==> src/rtl/move_cmd_ctrl_pkg.sv <==
// Move command codes shared by the switch front end, the command queue and
// the LOGIC consumer.
package move_cmd_ctrl_pkg;

    localparam int CMD_W = 3;

    typedef logic [CMD_W-1:0] move_cmd_t;

    localparam move_cmd_t CMD_NONE  = 3'd0;
    localparam move_cmd_t CMD_RIGHT = 3'd1;
    localparam move_cmd_t CMD_LEFT  = 3'd2;
    localparam move_cmd_t CMD_DOWN  = 3'd3;
    localparam move_cmd_t CMD_UP    = 3'd4;
    localparam move_cmd_t CMD_RESET = 3'd5;

    // Directions are the only codes that may auto-repeat.
    function automatic logic is_direction(input move_cmd_t code);
        return (code >= CMD_RIGHT) && (code <= CMD_UP);
    endfunction

endpackage

==> src/rtl/move_cmd_ctrl_cmd_fifo.sv <==
// cmd_fifo: small synchronous FIFO, registered output (no fall-through).
// flush empties the queue; a push in the same cycle becomes the only entry
// and any pop in that cycle is ignored.
module cmd_fifo
    import move_cmd_ctrl_pkg::*;
#(
    parameter int W     = CMD_W,
    parameter int DEPTH = 4
)(
    input  logic                   clk,
    input  logic                   rst,
    input  logic                   flush,
    input  logic                   push,
    input  logic [W-1:0]           push_data,
    input  logic                   pop,
    output logic [W-1:0]           head,
    output logic                   empty,
    output logic                   full,
    output logic [$clog2(DEPTH):0] level
);
    localparam int AW = $clog2(DEPTH);

    logic [W-1:0]  mem [DEPTH];
    logic [AW-1:0] wr_ptr;
    logic [AW-1:0] rd_ptr;
    logic [AW:0]   count;
    logic [AW-1:0] wr_addr;
    logic          do_push;
    logic          do_pop;

    assign empty   = (count == '0);
    assign full    = (count == (AW+1)'(DEPTH));
    assign do_pop  = pop && !empty && !flush;
    // A full queue still accepts a push when an entry leaves in the same cycle.
    assign do_push = push && (flush || !full || do_pop);
    assign wr_addr = flush ? '0 : wr_ptr;
    assign head    = mem[rd_ptr];
    assign level   = count;

    // Pointer and occupancy tracking; flush restarts the queue at slot 0.
    always_ff @(posedge clk) begin
        if (rst) begin
            wr_ptr <= '0;
            rd_ptr <= '0;
            count  <= '0;
        end else if (flush) begin
            rd_ptr <= '0;
            wr_ptr <= push ? AW'(1) : '0;
            count  <= push ? (AW+1)'(1) : '0;
        end else begin
            if (do_push) wr_ptr <= wr_ptr + AW'(1);
            if (do_pop)  rd_ptr <= rd_ptr + AW'(1);
            case ({do_push, do_pop})
                2'b10:   count <= count + (AW+1)'(1);
                2'b01:   count <= count - (AW+1)'(1);
                default: count <= count;
            endcase
        end
    end

    // Storage needs no reset: occupancy decides what is visible.
    always_ff @(posedge clk) begin
        if (do_push) mem[wr_addr] <= push_data;
    end

endmodule

==> src/rtl/move_cmd_ctrl.sv <==
// move_cmd_ctrl: switch levels -> queued move commands for LOGIC.
// Synchronise and debounce each switch, raise a press event on the first
// press from all-released, optionally auto-repeat held directions, and
// queue the codes behind a valid/ready handshake.
// Build option: define AUTO_REPEAT_EN to include the auto-repeat FSM.
//
// Repeat FSM (AUTO_REPEAT_EN builds only)
//   state      | meaning
//   ST_IDLE    | no direction held, waiting for a direction press event
//   ST_HOLD    | direction held, counting down REPEAT_DELAY to first repeat
//   ST_REPEAT  | direction still held, one push every REPEAT_RATE cycles
module move_cmd_ctrl
    import move_cmd_ctrl_pkg::*;
#(
    parameter int N_IN            = 16,
    parameter int DEBOUNCE_CYCLES = 1000000,
    parameter int REPEAT_DELAY    = 50000000,
    parameter int REPEAT_RATE     = 10000000,
    parameter int FIFO_DEPTH      = 4
)(
    input  logic                        clk,
    input  logic                        rst,
    input  logic [N_IN-1:0]             SW,
    output logic [CMD_W-1:0]            cmd,
    output logic                        cmd_valid,
    input  logic                        cmd_ready,
    output logic                        overflow,
    output logic [$clog2(FIFO_DEPTH):0] level
);
    localparam int              DBW     = $clog2(DEBOUNCE_CYCLES + 1);
    localparam logic [DBW-1:0]  DB_LAST = DBW'(DEBOUNCE_CYCLES - 1);

    if (N_IN < 5 || DEBOUNCE_CYCLES < 1 || REPEAT_DELAY < 1 || REPEAT_RATE < 1 ||
        FIFO_DEPTH < 2 || (FIFO_DEPTH & (FIFO_DEPTH - 1)) != 0) begin : g_bad_param
        $error("move_cmd_ctrl: illegal parameter combination");
    end

    logic [N_IN-1:0] sync_a;
    logic [N_IN-1:0] sync_b;
    logic [N_IN-1:0] stable;
    move_cmd_t       stable_code;
    logic [1:0]      settle_cnt;
    logic            armed;
    logic            any_prev;
    logic            press_ev;
    move_cmd_t       press_code;
    logic            rep_push;
    move_cmd_t       rep_code;
    logic            fifo_push;
    logic            fifo_flush;
    logic            fifo_pop;
    move_cmd_t       fifo_data;
    move_cmd_t       fifo_head;
    logic            fifo_empty;
    logic            fifo_full;

    // Two-flop synchroniser on every raw switch bit.
    always_ff @(posedge clk) begin
        if (rst) begin
            sync_a <= '0;
            sync_b <= '0;
        end else begin
            sync_a <= SW;
            sync_b <= sync_a;
        end
    end

    for (genvar i = 0; i < N_IN; i++) begin : g_db
        logic [DBW-1:0] db_cnt;
        logic           db_bit;

        // Stable bit flips only after DEBOUNCE_CYCLES consecutive disagreeing cycles.
        always_ff @(posedge clk) begin
            if (rst) begin
                db_cnt <= '0;
                db_bit <= 1'b0;
            end else if (sync_b[i] == db_bit) begin
                db_cnt <= '0;
            end else if (db_cnt == DB_LAST) begin
                db_cnt <= '0;
                db_bit <= ~db_bit;
            end else begin
                db_cnt <= db_cnt + DBW'(1);
            end
        end

        assign stable[i] = db_bit;
    end

    // Highest-priority code among the debounced switches.
    always_comb begin
        stable_code = CMD_NONE;
        if      (stable[0])      stable_code = CMD_RIGHT;
        else if (stable[1])      stable_code = CMD_LEFT;
        else if (stable[2])      stable_code = CMD_DOWN;
        else if (stable[3])      stable_code = CMD_UP;
        else if (stable[N_IN-1]) stable_code = CMD_RESET;
    end

    // After reset, wait for the synchroniser to refill and every switch to be
    // seen released, so a switch held through reset cannot fire an event.
    always_ff @(posedge clk) begin
        if (rst) begin
            settle_cnt <= 2'd0;
            armed      <= 1'b0;
        end else begin
            if (settle_cnt != 2'd2) settle_cnt <= settle_cnt + 2'd1;
            if (settle_cnt == 2'd2 && sync_b == '0 && stable == '0) armed <= 1'b1;
        end
    end

    // Registered press event: something pressed now, nothing pressed last cycle.
    always_ff @(posedge clk) begin
        if (rst) begin
            any_prev   <= 1'b0;
            press_ev   <= 1'b0;
            press_code <= CMD_NONE;
        end else begin
            any_prev   <= |stable;
            press_ev   <= armed && (|stable) && !any_prev;
            press_code <= stable_code;
        end
    end

`ifdef AUTO_REPEAT_EN
    localparam logic [1:0] ST_IDLE   = 2'd0;
    localparam logic [1:0] ST_HOLD   = 2'd1;
    localparam logic [1:0] ST_REPEAT = 2'd2;

    logic [1:0]  rep_state;
    move_cmd_t   held_code;
    logic [31:0] rep_timer;
    logic        held_live;

    // Held direction still down and nothing of higher priority joined it.
    always_comb begin
        held_live = 1'b0;
        case (held_code)
            CMD_RIGHT: held_live = stable[0];
            CMD_LEFT:  held_live = stable[1] && !stable[0];
            CMD_DOWN:  held_live = stable[2] && !(|stable[1:0]);
            CMD_UP:    held_live = stable[3] && !(|stable[2:0]);
            default:   held_live = 1'b0;
        endcase
    end

    assign rep_push = (rep_state != ST_IDLE) && held_live && (rep_timer == '0);
    assign rep_code = held_code;

    // Repeat sequencing with a down-counter and terminal-count compare.
    always_ff @(posedge clk) begin
        if (rst) begin
            rep_state <= ST_IDLE;
            held_code <= CMD_NONE;
            rep_timer <= '0;
        end else begin
            case (rep_state)
                ST_IDLE: begin
                    if (press_ev && is_direction(press_code)) begin
                        rep_state <= ST_HOLD;
                        held_code <= press_code;
                        rep_timer <= 32'(REPEAT_DELAY - 1);
                    end
                end
                ST_HOLD, ST_REPEAT: begin
                    if (!held_live) begin
                        rep_state <= ST_IDLE;
                    end else if (rep_timer == '0) begin
                        rep_state <= ST_REPEAT;
                        rep_timer <= 32'(REPEAT_RATE - 1);
                    end else begin
                        rep_timer <= rep_timer - 32'd1;
                    end
                end
                default: rep_state <= ST_IDLE;
            endcase
        end
    end
`else
    assign rep_push = 1'b0;
    assign rep_code = CMD_NONE;
`endif

    assign fifo_flush = press_ev && (press_code == CMD_RESET);
    assign fifo_push  = (press_ev && (press_code != CMD_NONE)) || rep_push;
    assign fifo_data  = press_ev ? press_code : rep_code;
    assign fifo_pop   = cmd_valid && cmd_ready;

    cmd_fifo #(
        .W     (CMD_W),
        .DEPTH (FIFO_DEPTH)
    ) u_fifo (
        .clk       (clk),
        .rst       (rst),
        .flush     (fifo_flush),
        .push      (fifo_push),
        .push_data (fifo_data),
        .pop       (fifo_pop),
        .head      (fifo_head),
        .empty     (fifo_empty),
        .full      (fifo_full),
        .level     (level)
    );

    assign cmd_valid = !fifo_empty;
    assign cmd       = fifo_empty ? CMD_NONE : fifo_head;

    // Sticky drop flag; a RESET flush always has room, so it never sets this.
    always_ff @(posedge clk) begin
        if (rst) begin
            overflow <= 1'b0;
        end else if (fifo_push && !fifo_flush && fifo_full && !fifo_pop) begin
            overflow <= 1'b1;
        end
    end

endmodule

==> config.mk <==
export PLATFORM = sky130hd
export DESIGN_NAME = move_cmd_ctrl
export DESIGN_NICKNAME = d
export VERILOG_FILES = /design/src/rtl/move_cmd_ctrl_pkg.sv /design/src/rtl/move_cmd_ctrl_cmd_fifo.sv /design/src/rtl/move_cmd_ctrl.sv
export SDC_FILE = /design/constraint.sdc
export NUM_CORES = 1
export LEC_CHECK = 0
export BUFFER_PORTS_ARGS = -buffer_cell sky130_fd_sc_hd__buf_2
export CORE_AREA = 2 2 211 213
export CTS_BUF_LIST = sky130_fd_sc_hd__clkbuf_8
export CTS_CLUSTER_SIZE = 24
export DETAILED_ROUTE_END_ITERATION = 6
export DIE_AREA = 0 0 213 215
export PLACE_DENSITY = 0.61
export SYNTH_ARGS = -nofsm -noshare
export SYNTH_HDL_FRONTEND = slang
export SYNTH_SLANG_ARGS = --single-unit
==> constraint.sdc <==
create_clock -name clk -period 3.95 [get_ports clk]
set_clock_uncertainty 0.05 [all_clocks]
set_input_delay 0.1975 -clock clk [delete_from_list [all_inputs] [get_ports clk]]
set_output_delay 0.1975 -clock clk [all_outputs]
set_load 0.02 [all_outputs]
== Yosys cells after proc, flatten, opt, wreduce, memory -nomap -nowiden ==
Memory sizes are Yosys's and may differ from the RTL's. A register that Yosys moved wholly into a read port is not among the register bits.
Cells that the tools add are included.
Storage, ports and cells
  memories: 1
  flip-flop bits (word level): 384
  RAM bits: 12
  logic and storage cells: 217
Operators by class
  equality and inequality tests: 38
  $add $sub $neg: 21
  mux-type cells: 18
  reductions and logical operators: 62
  bitwise gates (word level): 32
Memories
  u_fifo.mem: depth 4, bits a word 3, read ports 1, clocked after memory_dff 1, write ports 1, line move_cmd_ctrl_cmd_fifo.sv:23  | logic [W-1:0] mem [DEPTH];
Operator list (number)
  $add A20 B1 Y20 const B: 16
  $eq A20 B20 Y1 const B: 16
  $reduce_or A3 Y1: 16
  $logic_not A16 Y1: 2
  $not A1 Y1: 32
  $reduce_and A2 Y1: 16
  $eq A1 B1 Y1: 16
  $reduce_or A16 Y1: 1
  $mux W3: 5
  $mux W2: 7
  $logic_and A1 B1 Y1: 13
  $add A2 B1 Y2 const B: 3
  $eq A3 B3 Y1 const B: 2
  $pmux W3 S2: 1
  $reduce_bool A3 Y1: 2
  $logic_not A1 Y1: 5
  $mux W1: 5
  $eq A2 B2 Y1 const B: 2
  $reduce_or A2 Y1: 2
  $reduce_or A4 Y1: 1
  $add A3 B1 Y3 const B: 1
  $logic_not A3 Y1: 1
  $sub A3 B1 Y3 const B: 1
  $eq A2 B1 Y1 const B: 1
  other kinds (3): 4

== Logic depth before layout (Yosys ltp) ==
Gate-level depths: netlist (run 1).
  depth after elaboration: 10
  depth in mapped cells: 8
  gate-level depth less buffers: 7

== Cells and area by module ==
From an unflattened synthesis (run 1), not the netlist that was laid out.
Unflattened totals
  cell total of the unflattened synthesis: 1982
  area total of the unflattened synthesis: 17551.8 um^2
By module, submodules not included
  move_cmd_ctrl: area an instance 16554.6 um^2, times used 1, sequential area each 7547.2 um^2, cells each 1902
  cmd_fifo: area an instance 997.2 um^2, times used 1, sequential area each 540.5 um^2, cells each 80

== Worst setup path after synthesis (run 1) ==
No wires, ideal clock.
  kind: flip-flop to flip-flop
  from: reg u_fifo.count[0] (netlist: u_fifo.level[0])
  to: reg u_fifo.count[2] (netlist: u_fifo.level[2])
  path buffers: 1
  data arrival time: 2.078 ns
  stages on the path, launching flop included: 9
  required time: 3.772 ns
  path slack: 1.694 ns
  cells stage by stage: dfxtp_1 > or3_1 > clkbuf_1 > nand3_1 > inv_1 > fa_1 > nand2b_1 > o221ai_1 > a31oi_1
Between the ends
  word-level cells in the longest chain between the ends: 10
  elaborated cells between the ends (all ways): 17
  those cells by class: add/sub (2); eq/ne (3); mux (2); reduce/logical (10)
RTL lines
  start, declared: line move_cmd_ctrl_cmd_fifo.sv:26  | logic [AW:0] count;
  start signal, assigned: line move_cmd_ctrl_cmd_fifo.sv:49  | count <= push ? (AW+1)'(1) : '0;
  start signal, assigned: line move_cmd_ctrl_cmd_fifo.sv:54  | 2'b10: count <= count + (AW+1)'(1);
  start signal, assigned: line move_cmd_ctrl_cmd_fifo.sv:55  | 2'b01: count <= count - (AW+1)'(1);
  $logic_not A3 Y1 *: line move_cmd_ctrl_cmd_fifo.sv:31  | assign empty = (count == '0);
  $logic_not A1 Y1 *: line move_cmd_ctrl.sv:205  | assign cmd_valid = !fifo_empty;
  named net cmd_valid: line move_cmd_ctrl.sv:25  | output logic cmd_valid,
  $logic_and A1 B1 Y1: line move_cmd_ctrl.sv:187  | assign fifo_pop = cmd_valid && cmd_ready;
  $logic_and A1 B1 Y1 * (2 in series): line move_cmd_ctrl_cmd_fifo.sv:33  | assign do_pop = pop && !empty && !flush;
  $logic_or A1 B1 Y1: line move_cmd_ctrl_cmd_fifo.sv:35  | assign do_push = push && (flush || !full || do_pop);
  $logic_and A1 B1 Y1: line move_cmd_ctrl_cmd_fifo.sv:35
  $eq A2 B1 Y1 or $eq A2 B2 Y1 (tied branches): line move_cmd_ctrl_cmd_fifo.sv:53  | case ({do_push, do_pop})
  $pmux W3 S2: line move_cmd_ctrl_cmd_fifo.sv:53
  $mux W3: line move_cmd_ctrl_cmd_fifo.sv:46  | end else if (flush) begin
The timed path passes the listed nets; every way through them passes the cells marked *.
A chain may end at the register's enable or synchronous reset.

== Worst setup path after layout (run 1) ==
  from: reg g_db[14].db_cnt[12]
  to: reg g_db[14].db_cnt[12]
Between the ends
  word-level cells in the longest chain between the ends: 2
  elaborated cells between the ends (all ways): 3
  those cells by class: add/sub (1); eq/ne (1); reduce/logical (1)
RTL lines
  start, declared: line move_cmd_ctrl.sv:69  | logic [DBW-1:0] db_cnt;
  start signal, assigned: line move_cmd_ctrl.sv:83  | db_cnt <= db_cnt + DBW'(1);
  parallel branches: the longest is 2 deep, another holds $add A20 B1 Y20
Several ways; the timed one is not identified.

==> summary.txt, run 1 <==
Layout
  – Synthesis-to-finish area growth: 13.0%
  – Most common cell after layout, fill and taps aside: dfxtp_1
  – Fin cells: 2663
  – Commonest cells after routing, fill and taps aside: dfxtp_1 (386), nor2_1 (252), nand3_1 (129)
  – FILL cells: 4136
  – Final #Nets: 2063
  – # diodes: 0
  – Share of cells above drive strength 1: 7.92%

Logic synthesis
  – Synth top area share: 44.7%
  – Post-Syn Instances: 1962
  – Synth unique cells: 57
  – Post-synthesis register bit count: 398
  – Main synth FF type: dfxtp_1
  – Syn nets: 1999
  – Post-synthesis sequential area ratio: 46.7%
  – Total number of yosys warnings: 0
  – Synth area leader: dfxtp_1
  – Async SR Flop Fraction: 0%
  – EDFF count, synth: 12
  – Largest cells by area after synthesis: dfxtp_1 (45%), nor2_1 (5.5%), xor2_1 (5.4%)
  – Synthesized area per cell: 8.82 µm²
  – Synth Cell Area: 17300 µm²

Placed design
  – Placed Cells incl. Taps: about 2500
  – RePlAce Congestion: 0.781
  – Dpl ws: 1680 ps
  – Detail Placement HPWL: 22.7 mm
  – I/O Buffers: 26

Detailed routing
  – DRC viols: 0
  – Drt first pass iters: 5
  – Post-DR vias/cell: 5.14
  – Vias: 13700
  – Routed wire length: 34.1 mm
  – Routed Antenna Nets: 0
  – Drt first-iter violations: slightly below 600
  – WL/cell: 12.8 µm

Clock network
  – # resized after CTS: 0
  – CTS tree: done
  – Clock tree buffer depth: 3
  – H-tree depth: 3
  – # clock sinks: between 300 and 400
  – Hold_buf cts: 17
  – Number of CTS-inserted buffers: 68
  – Clock transition at path regs: around 60 ps
  – Root buf cell: clkbuf_8
  – Post-CTS setup buffers: 0
  – Worst skew pair latency: between 600 and 700 ps

Pwr
  – Power per cell area: a little over 400 nW/µm²
  – P_leak: 6.05 nW
  – Maximum VDD drop: 280 µV

Critical path
  – Kind of critical path: reg -> reg
  – Reg2reg setup slack: 1680 ps
  – Worst EP arrival: 2650 ps
  – CP Capture Type: flop
  – R2R cell count: 4
  – Maximum fanout along the worst path: 18
  – Startpoint types: flop
  – Req. time, crit path: between 4000 and 5000 ps
  – R2r startpoint: g_db[14].db_cnt[12]$_SDFF_PP0_
  – Reg2reg end: g_db[14].db_cnt[12]$_SDFF_PP0_

Global routing
  – Initial antenna violation count: 0
  – Global route overflow: 0
  – All-Layer GR Usage: 15.1%
  – First-pass GRT wire length: slightly below 60 mm
  – Largest net degree at the start of global routing: 35
  – Vias in the first global route: 13000

Floorplanning
  – Die Area: 45800 µm²
  – Die width: around 210 µm
  – Die Y: 215 µm
  – Row Count: 77
  – Initial Util: roughly 40%
  – Io pins: 27
  – Core area: 43600 µm²

STA
  – Final Hold Viols: 0
  – Worst-Margin Slew: 744 ps
  – Setup repair after global routing missed its margin: no
  – Highest Clock Rate: 441 MHz
  – Final worst-path cycle share: 57.4%
  – Final worst slack: 1680 ps
  – Max-slew headroom: slightly above 50%
  – Min Tclk post-route: 2270 ps
  – Final Max Tran Viols: 0
  – Total Neg Setup Slack: 0 ps
  – # setup viols final: 0

Worst hold path
  – Hold Crit Class: in -> reg
  – Hold path depth: 2
  – Worst min-delay path startpoint: rst
  – Min-Delay Endpoint: sync_a[4]$_SDFF_PP0_

Job
  – MaxCap Viol Count: 0

Status
  – Outcome: finished clean
flip-flops by register name, indices dropped and copies added, names as in the netlist, 3 cells and up, named ones only:
name          cells
g_db.db_cnt     320
sync_b           16
u_fifo.mem       12
press_code        3
sync_a           16
g_db.db_bit      16
u_fifo.level      3
cells in the mapped netlist, drive strengths merged, types with 2 or more instances:
library cell / instances
dfxtp: 386
nor2: 252
nand3: 131
a21oi: 127
xor2: 107
o21ai: 98
xnor2: 97
nand2: 90
or3: 84
nand4: 81
inv: 71
or4: 66
clkbuf: 44
o31ai: 37
nor2b: 35
and3: 33
nor3: 29
nor4: 28
and2: 25
and4: 22
buf: 20
ha: 17
or4b: 16
edfxtp: 12
nor4b: 11
nand2b: 8
or2: 5
mux4: 3
a31o: 2
a31oi: 2
and3b: 2
nand3b: 2
nand4b: 2
nor4bb: 2
o21bai: 2
or4bb: 2
per-stage QoR:
step,power [W],hold WS [ps],area (µm²),utilization (%)
finish,0.00788,111,19500,44.8
global route,0.00822,103,19500,44.8
CTS,0.00803,63.7,19500,44.8
detailed placement,0.00431,361,18000,41.3
global placement,0.00430,359,18000,41.3
floorplan,0.00426,276,17300,-
layout make-up:
type	count	area, µm²	area share [%]
inverter	71	267	1.36
clock inverter	28	154	0.787
sequential	398	8090	41.4
multi-input combinational	1429	8680	44.4
clock buffer	87	1200	6.13
tap	592	741	3.79
timing repair buffer	58	425	2.18
metal layers:
metal / global-route usage (%) / share of wire, % / vias up
li1: - / - / 7103
met2: 24.6 / 45 / 175
met4: 5.45 / 1.8 / 0
met3: 2.98 / 3.6 / 50
met5: 0 / 0 / -
met1: 19.7 / 49 / 6359
power by group:
group / internal (W) / leakage [nW] / switching [W] / total [W]
Sequential: 0.00406 / 3.26 / 0.0000225 / 0.00409
Clock: 0.00203 / 0.748 / 0.00161 / 0.00365
Combinational: 0.0000626 / 2.05 / 0.0000828 / 0.000145
Total: 0.00616 / 6.05 / 0.00172 / 0.00788
critical path, stage by stage, from the launching register on:
cell,delay (ps)
dfxtp_1,340
or4b_1,510
or4_1,520
o21bai_2,590
nor2_1,110
worst max-delay path by stage:
stage | from | end | slack, ps
finish | g_db[14].db_cnt[12]$_SDFF_PP0_ | g_db[14].db_cnt[12]$_SDFF_PP0_ | 1680
global route | g_db[8].db_cnt[16]$_SDFF_PP0_ | g_db[8].db_cnt[17]$_SDFF_PP0_ | 1480
CTS | flop | cmd[1] | 1670
floorplan | u_fifo.level[0]$_SDFFE_PP0P_ | u_fifo.level[2]$_SDFFE_PP0P_ | 1690
detailed placement | g_db[14].db_cnt[11]$_SDFF_PP0_ | g_db[14].db_cnt[3]$_SDFF_PP0_ | 1680
global placement | g_db[14].db_cnt[12]$_SDFF_PP0_ | g_db[14].db_cnt[3]$_SDFF_PP0_ | 1680
cell families after synthesis:
kind of cell | synth area share [%]
buffers and inverters | 3.11
and+or+nand+nor | 29.1
AOI/OAI and AO/OA | 8.95
xor gates and xnor gates | 10.3
adders and majority gates | 1.34
muxes | 0.390
DFF | 46.7
No activity file was read; power rests on OpenSTA's default activity.
==> run 2: changes to the inputs <==
PLACE_DENSITY = 0.63   (was 0.61)
clock period = 2 ns   (was 3.95 ns; I/O delays follow)
==> summary.txt, run 2 (same netlist as run 1, synthesis figures left out) <==
Status
  – Outcome: finished with violations
  – Failing checks: negative setup slack

Layout
  – Design area: ~21000 µm²
  – Top reg by flops: g_db.db_cnt
  – Most common cell after layout, fill and taps aside: dfxtp_1
  – # diodes: 0
  – Share of cells above drive strength 1: 19.8%
  – Synthesis-to-finish area growth: 23.9%
  – Commonest cells after routing, fill and taps aside: dfxtp_1 (370), nor2_1 (228), buf_4 (166)
  – Final #Nets: between 2000 and 2500
  – Number of flip-flops in the largest register: 320

Clock network
  – CTS tree: done
  – # clock sinks: 398
  – Worst skew pair latency: 610 ps
  – H-tree depth: 3
  – Clock tree buffer depth: 3
  – Number of CTS-inserted buffers: 70
  – Root buf cell: clkbuf_8
  – Clock transition at path regs: 60 ps

Detailed routing
  – DRC viols: 0
  – Routed wire length: ~37 mm
  – Vias: 14500
  – WL/cell: 12.9 µm
  – Routed Antenna Nets: 0
  – Drt first pass iters: 5
  – Post-DR vias/cell: ~5
  – Drt first-iter violations: 661

Global routing
  – Global route overflow: 0
  – Vias in the first global route: 13900
  – Largest net degree at the start of global routing: 36
  – All-Layer GR Usage: between 15 and 20%
  – Initial antenna violation count: 0
  – First-pass GRT wire length: 62.5 mm

Critical path
  – CP Capture Type: flop
  – Startpoint types: flop
  – Maximum fanout along the worst path: 5
  – Buf/Inv on CP: 1
  – Crit path from: g_db[2].db_cnt[15]$_SDFF_PP0_
  – R2r startpoint: g_db[2].db_cnt[15]$_SDFF_PP0_
  – Req. time, crit path: 2440 ps
  – Cell chain of the critical path: or4b_4 -> or4_4 -> o21ai_4 -> buf_6 -> a21oi_1
  – Slowest CP cell: or4_4
  – Kind of critical path: reg -> reg
  – Highest cell delay on the worst timing path: 560 ps
  – Worst EP arrival: 2460 ps
  – CP delay by family, top: simple AND/OR/NAND/NOR gates

STA
  – Hold_ws: 184 ps
  – # setup viols final: 20
  – Highest Clock Rate: 495 MHz
  – Final worst slack: -20.0 ps
  – Max-slew headroom: between 60% and 70%
  – Min Tclk post-route: 2020 ps
  – Final Max Tran Viols: 0
  – Setup repair after global routing missed its margin: yes
  – Final Hold Viols: 0
  – Worst-Margin Slew: 544 ps
  – Final worst-path cycle share: 101%

Floorplanning
  – Die width: 213 µm
  – Initial Util: 39.6%
  – Io pins: 27
  – Die Y: 215 µm
  – Die Area: about 46000 µm²
  – Core area: about 44000 µm²
  – Row Count: 77

Job
  – MaxCap Viol Count: 0

Worst hold path
  – Hold Crit Class: in -> reg
  – Worst min-delay path startpoint: SW[6]

Pwr
  – Power per cell area: 726 nW/µm²
  – Maximum VDD drop: roughly 460 µV
  – Pwr Total: 0.0156 W
  – P_leak: about 7 nW

Placed design
  – RePlAce Congestion: 0.801
  – Detail Placement HPWL: 25.0 mm
  – Dpl ws: -51.2 ps
  – Placed Area: 19300 µm²
  – I/O Buffers: 26
-- run 2: cell count changes in the layout (fill, tap and decap cells not counted), moves of 8 or more --
cell,previous run,this run
a21oi_1,126,98
dfxtp_1,386,370
a21oi_2,1,29
buf_4,14,166
dfxtp_2,0,14
nor2_1,252,228
inv_1,88,96
nor2_2,0,20
or4_1,65,45
buf_6,0,19
or4_4,1,21
-- run 2: through the flow --
stage | std cells | util, % | TNS, ps
final | 2843 | 49.1 | -134
after global routing | 2843 | 49.1 | -5910
after floorplan | 1962 | - | -62.8
after CTS | 2836 | 48.1 | -255
after detailed placement | 2692 | 44.2 | -976
after global placement | 2692 | 44.2 | 0
-- run 2: path summary, 6_finish.rpt --
check	end	slack, ps	cells after the start
worst max-delay path	g_db[2].db_cnt[17]$_SDFF_PP0_	-20	5
worst min-delay path	sync_a[6]$_SDFF_PP0_	180	3
worst max register to register	g_db[2].db_cnt[17]$_SDFF_PP0_	-20	5
worst min register to register	sync_b[10]$_SDFF_PP0_	380	1
-- run 2: cell type report --
cell class	instances	area [µm²]
flip-flops and latches	398	8110
well taps	592	741
multi-input cells	1429	9090
clock buffers	84	1160
inverters	71	267
repair buffers	235	1900
clock inverters	34	175
fillers	4100	22200
-- run 2: layer usage --
metal | vias up | global-route usage [%] | wire (µm)
li1 | 7465 | - | -
met1 | 6747 | 20.4 | 17200
met2 | 179 | 26.4 | 17200
met3 | 60 | 3.52 | 1560
met4 | 0 | 5.59 | 692
met5 | - | 0 | 0
-- run 2: what timing repair did --
| item | 4_1_cts | 5_1_grt |
|---|---|---|
| resized for setup | 38 | 119 |
| pin swaps | 5 | 43 |
| buffers inserted | 0 | 4 |
| hold endpoints to repair | 38 | 0 |
| hold buffers | 22 | 0 |
| cloned | 4 | 3 |
| setup endpoints to repair | 79 | 193 |
-- run 2: power breakdown --
part           leakage, nW  total (W)  switching [W]  internal [W]
clock                0.772    0.00714        0.00323       0.00391
sequential            3.26    0.00807      0.0000407       0.00803
combinational         3.05   0.000353       0.000183      0.000170
total                 7.09     0.0156        0.00346        0.0121
-- run 2: worst register-to-register path, delay by kind of cell (launching register included) --
kind | cells | cell delay, ps
compound gates | 2 | 300
buf+inv | 1 | 160
flops | 1 | 320
simple gates | 2 | 1080
==> run 3: changes to the inputs <==
CORE_AREA = 2 2 213 215   (was 2 2 211 213)
DIE_AREA = 0 0 215 217   (was 0 0 213 215)
PLACE_DENSITY = 0.62   (was 0.63)
SYNTH_HIERARCHICAL = 1   (was default)
==> summary.txt, run 3 <==
Status
  – Outcome: finished with violations
  – Failing checks: negative setup slack

Critical path
  – Buf/Inv on CP: 1
  – R2r startpoint: g_db[5].db_cnt[11]$_SDFF_PP0_
  – Maximum fanout along the worst path: 6
  – Req. time, crit path: about 2400 ps
  – Worst EP arrival: roughly 2400 ps
  – Kind of critical path: reg -> reg
  – Slowest CP cell: or4_4
  – Stages on the worst setup path: 5
  – Crit path from: g_db[5].db_cnt[11]$_SDFF_PP0_
  – R2R cell count: 5
  – CP delay by family, top: simple AND/OR/NAND/NOR gates
  – Reg2reg setup slack: -0.6 ps
  – Startpoint types: flop
  – Cell chain of the critical path: or4b_4 -> or4_4 -> o21ai_4 -> buf_6 -> a21oi_1
  – CP Capture Type: flop
  – Highest cell delay on the worst timing path: around 570 ps

STA
  – Max-slew headroom: around three fifths
  – Total Neg Setup Slack: -0.632 ps
  – Hold_ws: 201 ps
  – Final worst slack: -0.632 ps
  – Setup repair after global routing missed its margin: yes
  – Highest Clock Rate: 500 MHz
  – Min Tclk post-route: 2000 ps
  – Final worst-path cycle share: 100%
  – Final Max Tran Viols: 0
  – Worst-Margin Slew: between 500 and 600 ps
  – Final Hold Viols: 0
  – # setup viols final: 1

Placed design
  – Detail Placement HPWL: ~25 mm
  – Dpl ws: -16.0 ps
  – I/O Buffers: 26
  – Placed Area: 19300 µm²
  – RePlAce Congestion: around 0.8

Detailed routing
  – DRC viols: 0
  – DR top layer: met4
  – Met2 WL: 17.1 mm
  – Vias: 14500
  – Drt first pass iters: 5
  – M1 wire length: 17.5 mm
  – Drt first-iter violations: between 500 and 600
  – Routed Antenna Nets: 0
  – Routed wl met3: 1.11 mm
  – Routed wire length: 36.5 mm
  – WL/cell: 12.9 µm
  – Post-DR vias/cell: 5.13

Logic synthesis
  – Synthesized area per cell: between 8 and 9 µm²
  – EDFF count, synth: 12
  – Syn nets: about 2000
  – Async SR Flop Fraction: 0%
  – Post-synthesis sequential area ratio: 46.1%
  – Count leader, synth: dfxtp_1
  – Largest cells by area after synthesis: dfxtp_1 (44%), xnor2_1 (6.3%), nor2_1 (5.7%)
  – Synth Cell Area: about 18000 µm²
  – Main synth FF type: dfxtp_1
  – Post-synth top cells: dfxtp_1 (386), nor2_1 (267), xnor2_1 (127)
  – Synth area leader: dfxtp_1
  – Synth top area share: 44.0%
  – Synth unique cells: 64
  – Post-synthesis register bit count: 398
  – Total number of yosys warnings: 6
  – Post-Syn Instances: 1982

Global routing
  – All-Layer GR Usage: 15.6%
  – Global route overflow: 0
  – First-pass GRT wire length: 63.2 mm
  – Vias in the first global route: 14000
  – Largest net degree at the start of global routing: 38
  – Initial antenna violation count: 0

Pwr
  – Switch share: 22.3%
  – P_sw: 0.00358 W
  – Clock power share: a little under half
  – Combinational Power Share: 2.5%
  – Pint: between 0.01 and 0.015 W
  – Reg power frac: 50.2%
  – P_leak: 6.74 nW
  – Maximum VDD drop: 637 µV
  – Power per cell area: 758 nW/µm²
  – Pwr Total: approximately 0.016 W

Floorplanning
  – Die Y: between 200 and 250 µm
  – Io pins: 27
  – Row Count: 78
  – Die Area: 46700 µm²
  – Core area: between 40000 and 50000 µm²
  – Initial Util: 39.3%
  – Die width: 215 µm

Layout
  – Share of cells above drive strength 1: about 17%
  – Commonest cells after routing, fill and taps aside: dfxtp_1 (366), nor2_1 (265), buf_4 (134)
  – Synthesis-to-finish area growth: 20.9%
  – # diodes: 0
  – Most common cell after layout, fill and taps aside: dfxtp_1
  – FILL cells: ~4400
  – Final #Nets: about 2200
  – Number of flip-flops in the largest register: 320
  – Top reg by flops: g_db.db_cnt
  – Design area: 21200 µm²

Clock network
  – Clock tree buffer depth: 3
  – Number of CTS-inserted buffers: 71
  – H-tree depth: 3
  – CTS tree: done
  – Worst skew pair latency: 620 ps
  – Root buf cell: clkbuf_8
  – # clock sinks: 398
  – Clock transition at path regs: 60 ps

Job
  – MaxCap Viol Count: 0

Worst hold path
  – Hold Crit Class: in -> reg
  – Worst min-delay path startpoint: SW[15]
  – Hold path depth: 3
## run 3: cell types whose count changed after synthesis, sizes merged, moves of 11 or more
| cell | before | now |
|---|---|---|
| nand3 | 131 | 118 |
| nor4b | 11 | 23 |
| xor2 | 107 | 85 |
| xnor2 | 97 | 127 |
| nor4 | 28 | 46 |
| nor2 | 252 | 267 |
| o21ai | 98 | 82 |
| or3 | 84 | 72 |
| nor3 | 29 | 41 |
| a21oi | 127 | 116 |
## run 3: repair_timing
| item | CTS | global route |
|---|---|---|
| pin swaps | 2 | 13 |
| resized for setup | 9 | 52 |
| setup buffers | 0 | 1 |
| gates cloned | 1 | 0 |
| endpoints found under the hold margin | 45 | 0 |
| hold buffers | 25 | 0 |
| setup endpoints to repair | 16 | 94 |
## run 3: worst reg2reg max path, cell delays in order, from the launching register on
cell     delay [ps]
dfxtp_2         310
or4b_4          530
or4_4           570
o21ai_4         190
buf_6           170
a21oi_1          50
## run 3: through the flow
step / std cells / util, %
6_report: 2837 / 47.5
5_1_grt: 2837 / 47.5
4_1_cts: 2836 / 47.1
3_5_place_dp: 2691 / 43.2
3_3_place_gp: 2691 / 43.2
2_1_floorplan: 1982 / -
## run 3: kinds of logic (layout without fill, tap and decap cells)
family                     count (synthesis)  count (layout)  share of synthesized area (%)
xor gates and xnor gates                 212             212                           10.6
adders and majority gates                 18              18                           1.33
muxes                                      5               5                          0.499
AOI/OAI and AO/OA                        261             261                           8.78
DFF                                      398             398                           46.1
and+or+nand+nor                          958             958                           29.8
buffers and inverters                    130             385                           2.97
## run 3: per-layer routing
layer | up-vias | GRT usage, %
met5 | - | 0
met2 | 147 | 26.8
met4 | 0 | 5.33
li1 | 7488 | -
met1 | 6846 | 19.7
met3 | 66 | 3.10
## run 3: layout make-up
class,count,area (µm²),share of cell area (%)
clock buffers,93,1280,6.03
clock inverters,26,164,0.773
multi-input cells,1454,9120,43.0
inverters,72,270,1.27
repair buffers,194,1520,7.17
flip-flops and latches,398,8120,38.2
well taps,600,751,3.54
## run 3: power by group through the flow
stage | combinational [W] | clock (W) | sequential [W]
2_1_floorplan | 0.000238 | 0 | 0.00823
3_3_place_gp | 0.000349 | 0 | 0.00824
3_5_place_dp | 0.000356 | 0 | 0.00824
4_1_cts | 0.000396 | 0.00791 | 0.00807
5_1_grt | 0.000449 | 0.00824 | 0.00807
6_report | 0.000401 | 0.00762 | 0.00807
## run 3: worst paths after layout
| path | to |
|---|---|
| worst max register to register | g_db[5].db_cnt[17]$_SDFF_PP0_ |
| worst min-delay path | sync_a[15]$_SDFF_PP0_ |
| worst max-delay path | g_db[5].db_cnt[17]$_SDFF_PP0_ |
| worst min register to register | sync_b[9]$_SDFF_PP0_ |
